--- config.mk ---
export PLATFORM = sky130hd
export DESIGN_NAME = cmp_minmax_window_flat
export DESIGN_NICKNAME = d
export VERILOG_FILES = /design/src/rtl/cmp_minmax_window_if.sv /design/src/rtl/cmp_minmax_window.sv /design/src/flat_wrapper.sv
export SDC_FILE = /design/constraint.sdc
export NUM_CORES = 1
export LEC_CHECK = 0
export CORE_ASPECT_RATIO = 1.5
export CORE_MARGIN = 3
export CORE_UTILIZATION = 25
export DETAILED_ROUTE_END_ITERATION = 12
export PLACE_DENSITY = 0.52
export SYNTH_ARGS = -nofsm -noshare
export SYNTH_HDL_FRONTEND = slang
export SYNTH_SLANG_ARGS = --single-unit
--- constraint.sdc ---
create_clock -name clk -period 2.8 [get_ports clk]
set_input_delay 0.28 -clock clk [delete_from_list [all_inputs] [get_ports clk]]
set_output_delay 0.28 -clock clk [all_outputs]
set_load 0.02 [all_outputs]
--- src/rtl/cmp_minmax_window_if.sv ---
// Sample-in / record-out handshake bundle for the windowed min/max tracker.
// The master modport is the producer/consumer side; slave is the tracker itself.
interface cmp_minmax_window_if #(
    parameter int unsigned WIDTH = 16,
    parameter int unsigned IDX_W = 8
);
    logic             in_valid;
    logic             in_ready;
    logic [WIDTH-1:0] in_data;
    logic             out_valid;
    logic             out_ready;
    logic [WIDTH-1:0] out_min;
    logic [WIDTH-1:0] out_max;
    logic [IDX_W-1:0] out_min_idx;
    logic [IDX_W-1:0] out_max_idx;
    logic             out_all_eq;

    modport master (
        output in_valid, in_data, out_ready,
        input  in_ready, out_valid, out_min, out_max, out_min_idx, out_max_idx, out_all_eq
    );

    modport slave (
        input  in_valid, in_data, out_ready,
        output in_ready, out_valid, out_min, out_max, out_min_idx, out_max_idx, out_all_eq
    );
endinterface

--- src/rtl/cmp_minmax_window.sv ---
// Windowed min/max tracker: collects WIN_LEN unsigned samples, then holds one
// record (min, max, first-occurrence indices, all-equal flag) until it is taken.
module cmp_minmax_window #(
    parameter int unsigned WIDTH   = 16,
    parameter int unsigned WIN_LEN = 8,
    parameter int unsigned IDX_W   = 8
) (
    input  logic                clk,
    input  logic                rst,
    input  logic                clear,
    cmp_minmax_window_if.slave  bus
);

    localparam int unsigned CNT_W = (WIN_LEN > 1) ? $clog2(WIN_LEN) : 1;
    localparam logic [CNT_W-1:0] LAST_IDX = CNT_W'(WIN_LEN - 1);

    localparam logic [0:0] ST_ACCUM = 1'b0;
    localparam logic [0:0] ST_HOLD  = 1'b1;

    logic [0:0]       state_q, state_d;
    logic [CNT_W-1:0] idx_q, idx_d;

    // Running window extremes; the out_* registers only copy these at window end.
    logic [WIDTH-1:0] cur_min_q, cur_min_d;
    logic [WIDTH-1:0] cur_max_q, cur_max_d;
    logic [CNT_W-1:0] cur_min_idx_q, cur_min_idx_d;
    logic [CNT_W-1:0] cur_max_idx_q, cur_max_idx_d;

    logic [WIDTH-1:0] out_min_q, out_max_q;
    logic [IDX_W-1:0] out_min_idx_q, out_max_idx_q;
    logic             out_all_eq_q;

    logic accept;
    logic last_accept;
    logic is_less;
    logic is_greater;

    assign bus.in_ready  = (state_q == ST_ACCUM) && !clear;
    assign bus.out_valid = (state_q == ST_HOLD);

    assign accept      = bus.in_valid && bus.in_ready;
    assign last_accept = accept && (idx_q == LAST_IDX);
    assign is_less     = bus.in_data < cur_min_q;
    assign is_greater  = bus.in_data > cur_max_q;

    always_comb begin
        cur_min_d     = cur_min_q;
        cur_max_d     = cur_max_q;
        cur_min_idx_d = cur_min_idx_q;
        cur_max_idx_d = cur_max_idx_q;
        if (accept) begin
            if (idx_q == '0) begin
                cur_min_d     = bus.in_data;
                cur_max_d     = bus.in_data;
                cur_min_idx_d = '0;
                cur_max_idx_d = '0;
            end else if (is_less) begin
                cur_min_d     = bus.in_data;
                cur_min_idx_d = idx_q;
            end else if (is_greater) begin
                cur_max_d     = bus.in_data;
                cur_max_idx_d = idx_q;
            end
        end
    end

    always_comb begin
        state_d = state_q;
        idx_d   = idx_q;
        case (state_q)
            ST_ACCUM: begin
                if (accept) begin
                    idx_d = last_accept ? '0 : idx_q + CNT_W'(1);
                end
                if (last_accept) begin
                    state_d = ST_HOLD;
                end
            end
            default: begin
                if (bus.out_ready) begin
                    state_d = ST_ACCUM;
                end
            end
        endcase
    end

    always_ff @(posedge clk or posedge rst) begin
        if (rst) begin
            state_q       <= ST_ACCUM;
            idx_q         <= '0;
            cur_min_q     <= '0;
            cur_max_q     <= '0;
            cur_min_idx_q <= '0;
            cur_max_idx_q <= '0;
            out_min_q     <= '0;
            out_max_q     <= '0;
            out_min_idx_q <= '0;
            out_max_idx_q <= '0;
            out_all_eq_q  <= 1'b0;
        end else if (clear) begin
            // Abort wins over any handshake; the last record's data fields stay put.
            state_q <= ST_ACCUM;
            idx_q   <= '0;
        end else begin
            state_q       <= state_d;
            idx_q         <= idx_d;
            cur_min_q     <= cur_min_d;
            cur_max_q     <= cur_max_d;
            cur_min_idx_q <= cur_min_idx_d;
            cur_max_idx_q <= cur_max_idx_d;
            if (last_accept) begin
                out_min_q     <= cur_min_d;
                out_max_q     <= cur_max_d;
                out_min_idx_q <= IDX_W'(cur_min_idx_d);
                out_max_idx_q <= IDX_W'(cur_max_idx_d);
                out_all_eq_q  <= (cur_min_d == cur_max_d);
            end
        end
    end

    assign bus.out_min     = out_min_q;
    assign bus.out_max     = out_max_q;
    assign bus.out_min_idx = out_min_idx_q;
    assign bus.out_max_idx = out_max_idx_q;
    assign bus.out_all_eq  = out_all_eq_q;

endmodule

--- src/flat_wrapper.sv ---
// flat-port wrapper written by rule: the top's interface ports become plain ports
module cmp_minmax_window_flat 
#(
    parameter int unsigned WIDTH   = 16,
    parameter int unsigned WIN_LEN = 8,
    parameter int unsigned IDX_W   = 8
)
  (clk, rst, clear, bus_in_valid, bus_in_data, bus_out_ready, bus_in_ready, bus_out_valid, bus_out_min, bus_out_max, bus_out_min_idx, bus_out_max_idx, bus_out_all_eq);
  cmp_minmax_window_if #(.WIDTH(WIDTH), .IDX_W(IDX_W)) bus_i ();
  input  logic clk;
  input  logic rst;
  input  logic clear;
  input wire logic [$bits(bus_i.in_valid)-1:0] bus_in_valid;
  input wire logic [$bits(bus_i.in_data)-1:0] bus_in_data;
  input wire logic [$bits(bus_i.out_ready)-1:0] bus_out_ready;
  output wire logic [$bits(bus_i.in_ready)-1:0] bus_in_ready;
  output wire logic [$bits(bus_i.out_valid)-1:0] bus_out_valid;
  output wire logic [$bits(bus_i.out_min)-1:0] bus_out_min;
  output wire logic [$bits(bus_i.out_max)-1:0] bus_out_max;
  output wire logic [$bits(bus_i.out_min_idx)-1:0] bus_out_min_idx;
  output wire logic [$bits(bus_i.out_max_idx)-1:0] bus_out_max_idx;
  output wire logic [$bits(bus_i.out_all_eq)-1:0] bus_out_all_eq;
  assign bus_i.in_valid = bus_in_valid;
  assign bus_i.in_data = bus_in_data;
  assign bus_i.out_ready = bus_out_ready;
  assign bus_in_ready = bus_i.in_ready;
  assign bus_out_valid = bus_i.out_valid;
  assign bus_out_min = bus_i.out_min;
  assign bus_out_max = bus_i.out_max;
  assign bus_out_min_idx = bus_i.out_min_idx;
  assign bus_out_max_idx = bus_i.out_max_idx;
  assign bus_out_all_eq = bus_i.out_all_eq;
  cmp_minmax_window #(.WIDTH(WIDTH), .WIN_LEN(WIN_LEN), .IDX_W(IDX_W)) u_core (.clk(clk), .rst(rst), .clear(clear), .bus(bus_i));
endmodule
==> metrics.md <==
| Metric | Value |
|---|---|
| MaxCap Viol Count | `0` |
| Drt wl/cell | `~15 um` |
| Status | `finished with violations` |
| R2r startpoint | `u_core.cur_max_q[10]` |
| Storage element area | `between 0.002 and 0.0025 sq mm` |
| Worst slew pin tran | `between 0.5 and 0.6 ns` |
| Synth Flop Type | `dfrtp_1` |
| CTS tree | `done` |
| Synth top area cells | `dfrtp_1 47%, ha_1 9.8%, mux2_2 6.2%, a21oi_1 5.4%, inv_1 4.4%` |
| Peak supply drop | `about 0.31 mV` |
| PortBufs | `61` |
| Clock share of power | `between 20 and 30%` |
| Critical-path cell list | `inv_2, ha_4, nand4_1, or4_4, or2_4, a31o_4, buf_12, buf_8, a21oi_4, a21oi_4, xnor2_1, nand4_1, o41ai_2` |
| Leak | `3.090 nW` |
| Int Pwr | `0.002641 W` |
| Distinct cells, synth | `43` |
| Async set-reset flop share out of synthesis | `between 90% and 100%` |
| Initial core utilization | `25.73%` |
| Stages on the worst setup path | `13` |
| Setup Skew | `around 0.0075 ns` |
| FF-to-FF path depth | `13` |
| Routability cong. | `around 0.83` |
| Endpoint class of the critical path | `flop` |
| Mapped Avg Cell Area | `a little under 10 sq um` |
| Ports | `72` |
| Part of the power in combinational logic | `between 30% and 40%` |
| CP max FO | `8` |
| Crit path launch type | `flop` |
| Pin count of the biggest net entering global routing | `49` |
| Arr. time, crit path | `3.40 ns` |
| Hold Crit Class | `input pin to asynchronous set/reset pin` |
| Most frequent cells after synthesis | `81 x dfrtp_1, 51 x inv_1, 48 x nand2_1` |
| Seq/Total Area, Yosys | `46.59%` |
| Drt first pass iters | `4` |
| CP max-delay cell | `or4_4` |
| Post-DP HPWL | `8.890 mm` |
| Antenna viol nets, final | `0` |
| Pre-CTS setup slack | `-0.7951 ns` |
| FILL cells | `roughly 1700` |
| Cells after Synth | `between 400 and 500` |
| Rows | `58` |
| All-Layer GR Usage | `between 10% and 20%` |
| WP buf/inv | `3` |
| Max Fclk | `between 0.3 and 0.4 GHz` |
| Largest area contributor in the netlist | `dfrtp_1` |
| Overflow after GRT | `0` |
| Initial antenna violation count | `0` |
| Synth top area share | `roughly 47%` |
| DR iter-0 viols | `about 150` |
| Final core occ | `a little under two fifths` |
| Core area | `between 0.015 and 0.02 sq mm` |
| Minimum clock period | `between 3 and 4 ns` |
| Worst Path Class, Setup | `flop to flop` |
| Reg2reg end | `u_core.bus.out_all_eq` |
| Clock-pin slew of the registers on the worst-case setup and hold paths | `about 0.060 ns` |
| Final worst-path cycle share | `113.1%` |
| Worst EP required | `around 3 ns` |
| Area of the multi-input gates | `~0.0023 sq mm` |
| PwrDens | `approximately 600 mW/mm^2` |
| Vias per cell | `about 4.5` |
| CTS hold repair buffers | `0` |
| Violated checks | `negative setup slack` |
| Yosys reg bits | `~80` |
| Final setup violation count | `2` |
| Worst rel slew slack | `~65%` |
| Synth Cell Area | `roughly 0.0044 sq mm` |
| Vias | `around 3600` |
| Sequential power share | `about a third` |
| Post-synth EDFFs | `0` |
| DRT Wirelength | `11.90 mm` |
| Num Clock Sinks | `81` |
| Fin. max-slew vios | `0` |
| Slowest stage delay, CP | `between 0.5 and 0.6 ns` |
| CTS Buf Count | `9` |
| Fin nets | `647` |
| Vias in the first global route | `around 3900` |
| Net Switching | `around 0.0012 W` |
| Die Width | `roughly 110 um` |
| CP Launch Point | `u_core.cur_max_q[10]` |
| Area grow syn2layout | `48.00%` |
| Share of layout cells above drive strength 1 | `30.32%` |
| Die H | `167.6 um` |
| Reg2Reg Setup Slack | `-0.37 ns` |
| Clock Path Buffers | `2` |
| RSZ-0062 raised after global routing | `yes` |
| First-pass GRT wire length | `between 15 and 20 mm` |
| Switching share of power | `around a third` |
| DRC | `0` |
| CTS H-Tree Depth | `3` |
| Number of synthesis warnings | `0` |
| DIE AREA | `roughly 0.019 sq mm` |
| Final WS setup | `-0.3663 ns` |
| Final Hold Viols | `0` |
| Cell family with most CP delay | `simple AND/OR/NAND/NOR gates` |
| Clock Latency Late Sink | `0.33 ns` |
| Antenna Cells | `0` |
| CTS Root Cell | `clkbuf_16` |
| Top-count cell post-synth | `dfrtp_1` |
timing repair:
action | in CTS | in global routing
buffers inserted | 11 | 3
resized for setup | 21 | 48
endpoints found under the setup margin | 9 | 26
pin swaps | 18 | 24
worst reg2reg max path, stage by stage, from the launching register on:
cell and delay (ns):
dfrtp_1 0.37, inv_2 0.06, ha_4 0.26, nand4_1 0.15
or4_4 0.59, or2_4 0.27, a31o_4 0.30, buf_12 0.15
buf_8 0.12, a21oi_4 0.16, a21oi_4 0.05, xnor2_1 0.15
nand4_1 0.12, o41ai_2 0.31
worst max path at each step:
stage,endpoint,slack [ns]
after floorplan,u_core.bus.out_all_eq,-0.01
after global routing,u_core.bus.out_all_eq,-0.52
after global placement,u_core.bus.out_all_eq,-0.76
after CTS,u_core.bus.out_all_eq,-0.40
after detailed placement,u_core.bus.out_all_eq,-0.80
final,u_core.bus.out_all_eq,-0.37
stage by stage:
stage               hold WS (ns)  std cells  power, W  area, sq um    TNS, ns
detailed placement        0.4698        779  0.002595         5783     -14.52
global route              0.3184        807  0.004117         6439     -1.780
CTS                       0.2852        805  0.003802         6222    -0.5000
global placement          0.4684        779  0.002570         5783     -13.71
floorplan                 0.3464        452  0.002061         4431  -0.009882
finish                    0.2730        807  0.003887         6439    -0.3830
sequential cells by signal (all words and copies together) (netlist names), 3 cells and up:
signal / cells
u_core.bus.out_max: 16
u_core.bus.out_min: 16
u_core.cur_max_q: 16
u_core.cur_min_q: 16
u_core.bus.out_max_idx: 3
u_core.bus.out_min_idx: 3
u_core.cur_max_idx_q: 3
u_core.cur_min_idx_q: 3
u_core.idx_q: 3
power groups by stage:
stage / sequential (W) / combinational (W) / clock [W]
2_1_floorplan: 0.00136 / 0.000705 / 0
3_3_place_gp: 0.00137 / 0.00120 / 0
5_1_grt: 0.00137 / 0.00157 / 0.00118
6_report: 0.00136 / 0.00142 / 0.00110
3_5_place_dp: 0.00137 / 0.00122 / 0
4_1_cts: 0.00135 / 0.00132 / 0.00113
cell usage in the layout (no fill, tap or decap), types with 4 or more instances in the layout:
master and n:
ha_4 4, dfrtp_1 81, mux2_2 24, nand2b_1 4, a21oi_4 8, nand3_1 12, dlymetal6s2s_1 4, conb_1 10
o21ai_0 27, ha_1 30, and3_4 4, a21oi_1 36, mux2i_1 6, o21ai_1 8, nor2_1 17, clkinv_2 4
clkbuf_16 9, xnor2_1 5, nand4_1 5, buf_6 7, inv_1 49, clkdlybuf4s50_1 56, nand2_1 45, buf_4 78
o21ai_2 9
final cells by class:
cell class              instances  area share (%)
multi-input cells             298           35.83
inverters                      51           2.993
clock inverters                 3          0.2332
repair buffers                151           21.34
well taps                     210           4.081
clock buffers                  13           4.042
flip-flops and latches         81           31.48
logic make-up after synthesis:
kind of cell	Yosys count	synth area share, %
buf+inv	73	7.478
mux	32	8.053
fa+ha+maj	34	9.779
other cells	1	0.08620
compound gates	104	13.72
simple gates	110	12.68
flops	81	46.59
xor+xnor	8	1.611
routing by layer:
metal  vias up  routed length, um  track usage, %
met5         -                  0               0
met4         0                433           5.701
met3        28                398           3.001
met2        77               6102           22.52
met1      1707               4962           14.74
li1       1800                  -               -
Note: power is estimated with default switching activity, not from simulation.
